--- src/rtl/issue_queue.sv ---
// Circular dual-issue buffer between decode and the issue/execute register.
// Accepts up to two entries per cycle and presents up to two head entries under the pairing rules.
package issue_queue_pkg;
  typedef struct packed {
    logic       valid;
    logic [7:0] tag;
    logic [4:0] rd;
    logic       rd_we;
    logic [4:0] rs;
    logic       rs_re;
    logic [4:0] rt;
    logic       rt_re;
    logic       is_mem;
    logic       is_branch;
  } fu_require_t;
endpackage

module issue_queue
  import issue_queue_pkg::*;
#(
  parameter int DEPTH = 8,
  parameter int CNT_W = $clog2(DEPTH) + 1
) (
  input  logic                 clk,
  input  logic                 rst,
  input  logic                 stall,
  input  logic                 flash,
  input  fu_require_t [1:0]    id_in,
  input  logic [1:0]           id_valid,
  output logic                 iq_ready,
  output fu_require_t [1:0]    is_out,
  output logic [CNT_W-1:0]     iq_count
);

  localparam int PTR_W = $clog2(DEPTH);

  fu_require_t            mem_q [DEPTH];
  logic [PTR_W-1:0]       head_q, head_d, tail_q, tail_d;
  logic [PTR_W-1:0]       head1, tail1;
  logic [CNT_W-1:0]       count_q, count_d;
  fu_require_t            h0, h1;
  logic                   raw_hazard, mem_pair;
  logic                   issue0, issue1;
  logic                   enq_en;
  logic [1:0]             enq_cnt, deq_cnt;

  assign head1    = head_q + PTR_W'(1);
  assign tail1    = tail_q + PTR_W'(1);
  assign h0       = mem_q[head_q];
  assign h1       = mem_q[head1];

  // Registered count only: a same-cycle dequeue does not free space for decode.
  assign iq_ready = (count_q <= CNT_W'(DEPTH - 2));
  assign iq_count = count_q;

  always_comb begin
    raw_hazard = h0.rd_we && (h0.rd != 5'd0) &&
                 ((h1.rs_re && (h1.rs == h0.rd)) || (h1.rt_re && (h1.rt == h0.rd)));
    mem_pair   = h0.is_mem && h1.is_mem;
    issue0     = (count_q != '0) && !stall;
    issue1     = issue0 && (count_q >= CNT_W'(2)) && !raw_hazard && !mem_pair && !h1.is_branch;
    is_out[0]  = issue0 ? h0 : '0;
    is_out[1]  = issue1 ? h1 : '0;
  end

  always_comb begin
    enq_en  = iq_ready && !flash && id_valid[0];
    enq_cnt = enq_en ? (id_valid[1] ? 2'd2 : 2'd1) : 2'd0;
    deq_cnt = {1'b0, issue0} + {1'b0, issue1};
    head_d  = head_q;
    tail_d  = tail_q;
    count_d = count_q;
    if (flash) begin
      head_d  = '0;
      tail_d  = '0;
      count_d = '0;
    end else begin
      head_d  = head_q + PTR_W'(deq_cnt);
      tail_d  = tail_q + PTR_W'(enq_cnt);
      count_d = count_q + CNT_W'(enq_cnt) - CNT_W'(deq_cnt);
    end
  end

  always_ff @(posedge clk or posedge rst) begin
    if (rst) begin
      head_q  <= '0;
      tail_q  <= '0;
      count_q <= '0;
    end else begin
      head_q  <= head_d;
      tail_q  <= tail_d;
      count_q <= count_d;
    end
  end

  // Flash only resets pointers; stale entries are unreachable until rewritten.
  always_ff @(posedge clk or posedge rst) begin
    if (rst) begin
      for (int i = 0; i < DEPTH; i++) mem_q[i] <= '0;
    end else if (enq_en) begin
      mem_q[tail_q] <= id_in[0];
      if (id_valid[1]) mem_q[tail1] <= id_in[1];
    end
  end

endmodule
--- config.mk ---
export PLATFORM = sky130hd
export DESIGN_NAME = issue_queue
export DESIGN_NICKNAME = d
export VERILOG_FILES = /design/src/rtl/issue_queue.sv
export SDC_FILE = /design/constraint.sdc
export NUM_CORES = 1
export LEC_CHECK = 0
export CORE_MARGIN = 2
export CORE_UTILIZATION = 59
export DETAILED_ROUTE_END_ITERATION = 12
export PLACE_DENSITY = 0.84
export SLEW_MARGIN = 20
export SYNTH_ARGS = -nofsm -noshare
export SYNTH_HDL_FRONTEND = slang
export SYNTH_SLANG_ARGS = --single-unit
--- constraint.sdc ---
create_clock -name clk -period 10 [get_ports clk]
set_input_delay 2 -clock clk [delete_from_list [all_inputs] [get_ports clk]]
set_output_delay 2 -clock clk [all_outputs]
set_load 0.01 [all_outputs]
==> flow_metrics.tcl <==
set metrics [dict create \
    start_util_pct 60.1 \
    power_uw 4850 \
    fin_crit_sh_pct 74.7 \
    syn_nets 1667 \
    dieHeight_microns 164 \
    syn_avg_cell_area_sq_um 9.53 \
    hold_viol 0 \
    crit_path_start_kind "flip-flop" \
    postCtsSetupBuffers 0 \
    drive_gt1_share_pct 12.8 \
    ant_nets 0 \
    pwr_density_cell_nw_per_um2 282 \
    finish.utilization_pct 68.4 \
    worstPathRequired_ps 8000 \
    comb_power_share_pct 46.9 \
    ys_warn_count 0 \
    cts_num_sinks 242 \
    finalNetCount 1643 \
    synth_area_sq_um 15100 \
    cp_cell_sequence "ha_4 -> buf_4 -> nand3b_1 -> mux2_2 -> nand4_1 -> xnor2_1 -> nand4_1 -> o221ai_4 -> inv_2 -> and2_1 -> clkdlybuf4s50_1" \
    synth.largest_area_cell "dfrtp_1" \
    routed_wl_microns 51100 \
    drt_pass1_iterations 6 \
    grt_pass1_wl_microns 78100 \
    multi_input_area_sq_um 8250 \
    cp_max_fo 66 \
    drc 0 \
    fillers 1838 \
    cpMaxStageDelayCell "ha_4" \
    grt_pass1_vias 13893 \
    htreeDepth 1 \
    fp.dieW_microns 164 \
    hold_ws_ps 553 \
    rsz0062_at_grt "false" \
    dp_hpwl_microns 28100 \
    place_inst 1864 \
    min_path_type "flip-flop to flip-flop" \
    finalNonFillerCells 1916 \
    grt_overflow 0 \
    root_buffer "clkbuf_16" \
    max_stage_delay_ps 900 \
    period_minus_slack_ps 7470 \
    ys_ff_latch 242 \
    routabilityCongestion 0.873 \
    cp-end-kind "output port" \
    maxSlewViolCount 0 \
    clock_skew_ps 8.53 \
    cts_hold_buf 0 \
    synth_cell_types 40 \
    cts_buffers 27 \
    finalSetupViolCount 0 \
    area_growth_pct 13.8 \
    crit_type "flip-flop to output port" \
    cts_resized 0 \
    clkLatencyLatePin_ps 540 \
    fmax_mhz 134 \
    via_per_inst 7.41 \
    io_buffers 125 \
    fp.dieArea_sq_um 26900 \
    setup_tns_ps 0 \
    regArea_sq_um 6060 \
    arrival_ps 5470 \
    post_drt_wl_per_cell_microns 26.7 \
    cts_tree "yes" \
    outcome "finished, final reports clean" \
    first_iter_violations 2315 \
    antenna_found_initial 2 \
    num_rows 58 \
    power.internal_uw 2970 \
    leakagePower_uw 0.00698 \
    path_clk_slew_ps 60 \
    cp_common_cell "nand4_1" \
    ys_seq_area_share_pct 40.0 \
    power_frac_clock_pct 20.7 \
    clk_path_buf_depth 3 \
    yosys.area.top_type_share_pct 40.0 \
    num_io_pins 127 \
    core_area_sq_um 25200 \
    syn_inst 1588 \
    vias 14194 \
    synth_top_cells_by_area "dfrtp_1 40%, mux4_2 14%, o22ai_1 9.6%, a21oi_1 8.0%, nor2_1 7.4%" \
    seqPwrFrac_pct 32.4 \
    ir_drop_mv 0.265 \
    grt_start_max_net_pins 113 \
    maxCapViolCount 0 \
    slew_headroom_pct 23.1 \
    p_sw_share_pct 38.8 \
    grt_util_all_layers_pct 38.0 \
    worst_pin_slew_ps 1150 \
    p_switching_uw 1890 \
]
==> cell type report <==
cell class / count / area share (%)
diodes: 2 / 0.0291
clock buffers: 41 / 4.64
inverters: 16 / 0.392
flip-flops and latches: 242 / 35.2
well taps: 330 / 2.40
multi-input cells: 1118 / 47.9
clock inverters: 8 / 0.523
repair buffers: 159 / 8.89
==> cell usage in the layout, fill, tap and decap left out, types with 8 or more instances in the layout <==
master,Yosys,routed
nor2_1,297,297
dfrtp_1,242,239
a21oi_1,241,233
o22ai_1,232,232
clkdlybuf4s50_1,0,125
mux4_2,96,96
mux2i_1,74,74
nor3b_1,40,40
buf_4,5,32
clkbuf_16,0,27
nand3b_1,24,24
nor3_1,20,20
xnor2_1,14,14
nand4_1,14,14
inv_1,14,13
ha_1,11,10
a21oi_4,0,8
mux2_2,8,8
==> cells by family (layout without fill, tap and decap cells) <==
logic type / Yosys count / count (layout) / share of synthesized area, %
AOI/OAI and AO/OA: 477 / 477 / 17.9
xor gates and xnor gates: 17 / 17 / 1.03
adders and majority gates: 15 / 15 / 1.44
buffers and inverters: 228 / 224 / 6.20
DFF: 242 / 242 / 40.0
muxes: 185 / 185 / 20.5
other: 1 / 3 / 0.0248
and+or+nand+nor: 423 / 423 / 12.9
==> stage by stage <==
| step | setup WS, ps | area, sq um |
|---|---|---|
| detailed placement | 3120 | 16300 |
| floorplan | 1360 | 15100 |
| global route | 2240 | 17200 |
| global placement | 3240 | 16300 |
| finish | 2530 | 17200 |
| CTS | 2550 | 17200 |
==> sequential cells by signal, summed over array words and instances (netlist names) <==
name and cells:
head_q 3, mem_q 232, iq_count 4, tail_q 3
==> worst paths after layout <==
path                            start     endpoint  slack [ps]  depth (start not counted)
min in group asynchronous         rst    tail_q[0]        2000                          2
max                         head_q[0]   is_out[31]        2530                         11
max reg2reg                 head_q[0]  iq_count[3]        3850                         17
min                        mem_q[138]   mem_q[138]         550                          2
min reg2reg                mem_q[138]   mem_q[138]         550                          2
max in group asynchronous         rst    mem_q[67]        5820                          4
==> power by group through the flow <==
stage	Combinational, uW	Sequential [uW]	Clock [uW]
after floorplan	1630	1460	0
after global placement	2150	1550	0
after detailed placement	2230	1570	0
after CTS	2240	1560	1010
after global routing	2430	1600	1050
final	2270	1570	1010
==> synth_stat cells <==
cell type,instances
a21oi_1,241
buf_4,5
and3b_1,1
nor3_1,20
buf_1,74
nand2_1,6
nor4_4,1
a31oi_1,1
nand2b_1,1
nand4_1,14
nor2b_1,7
or3_1,1
inv_1,14
xor2_1,2
nor2_1,297
nor3b_1,40
ha_1,11
xnor2_1,14
mux2i_4,2
nand3_1,7
inv_2,2
o221ai_4,1
and3_1,1
and2_1,2
mux2_2,8
mux4_2,96
dfrtp_1,242
nand3b_1,24
buf_2,21
clkbuf_1,107
o22ai_1,232
mux2_1,4
mux2i_1,74
a21o_1,2
conb_1,1
or3b_2,1
buf_6,5
fa_1,4
mux2_4,1
xnor2_2,1
==> critical path: cells and delay by family (launching register included) <==
family,cells,cell delay [ps]
multiplexers,1,310
adder cells (fa/ha/maj),1,900
buffers and inverters,3,1200
flip-flops,1,710
AND/OR/NAND/NOR,4,710
XOR/XNOR,1,170
AO/OA/AOI/OAI,1,870
==> layer usage <==
metal	part of all wire [%]	wire length, microns	up-vias	track usage (%)
li1	-	-	5790	-
met1	34	17400	6840	51.1
met2	45	23200	1304	57.6
met3	15	7530	260	8.18
met4	5.9	3030	0	21.8
met5	0	0	-	0
Power figures use the tool's default switching activity.
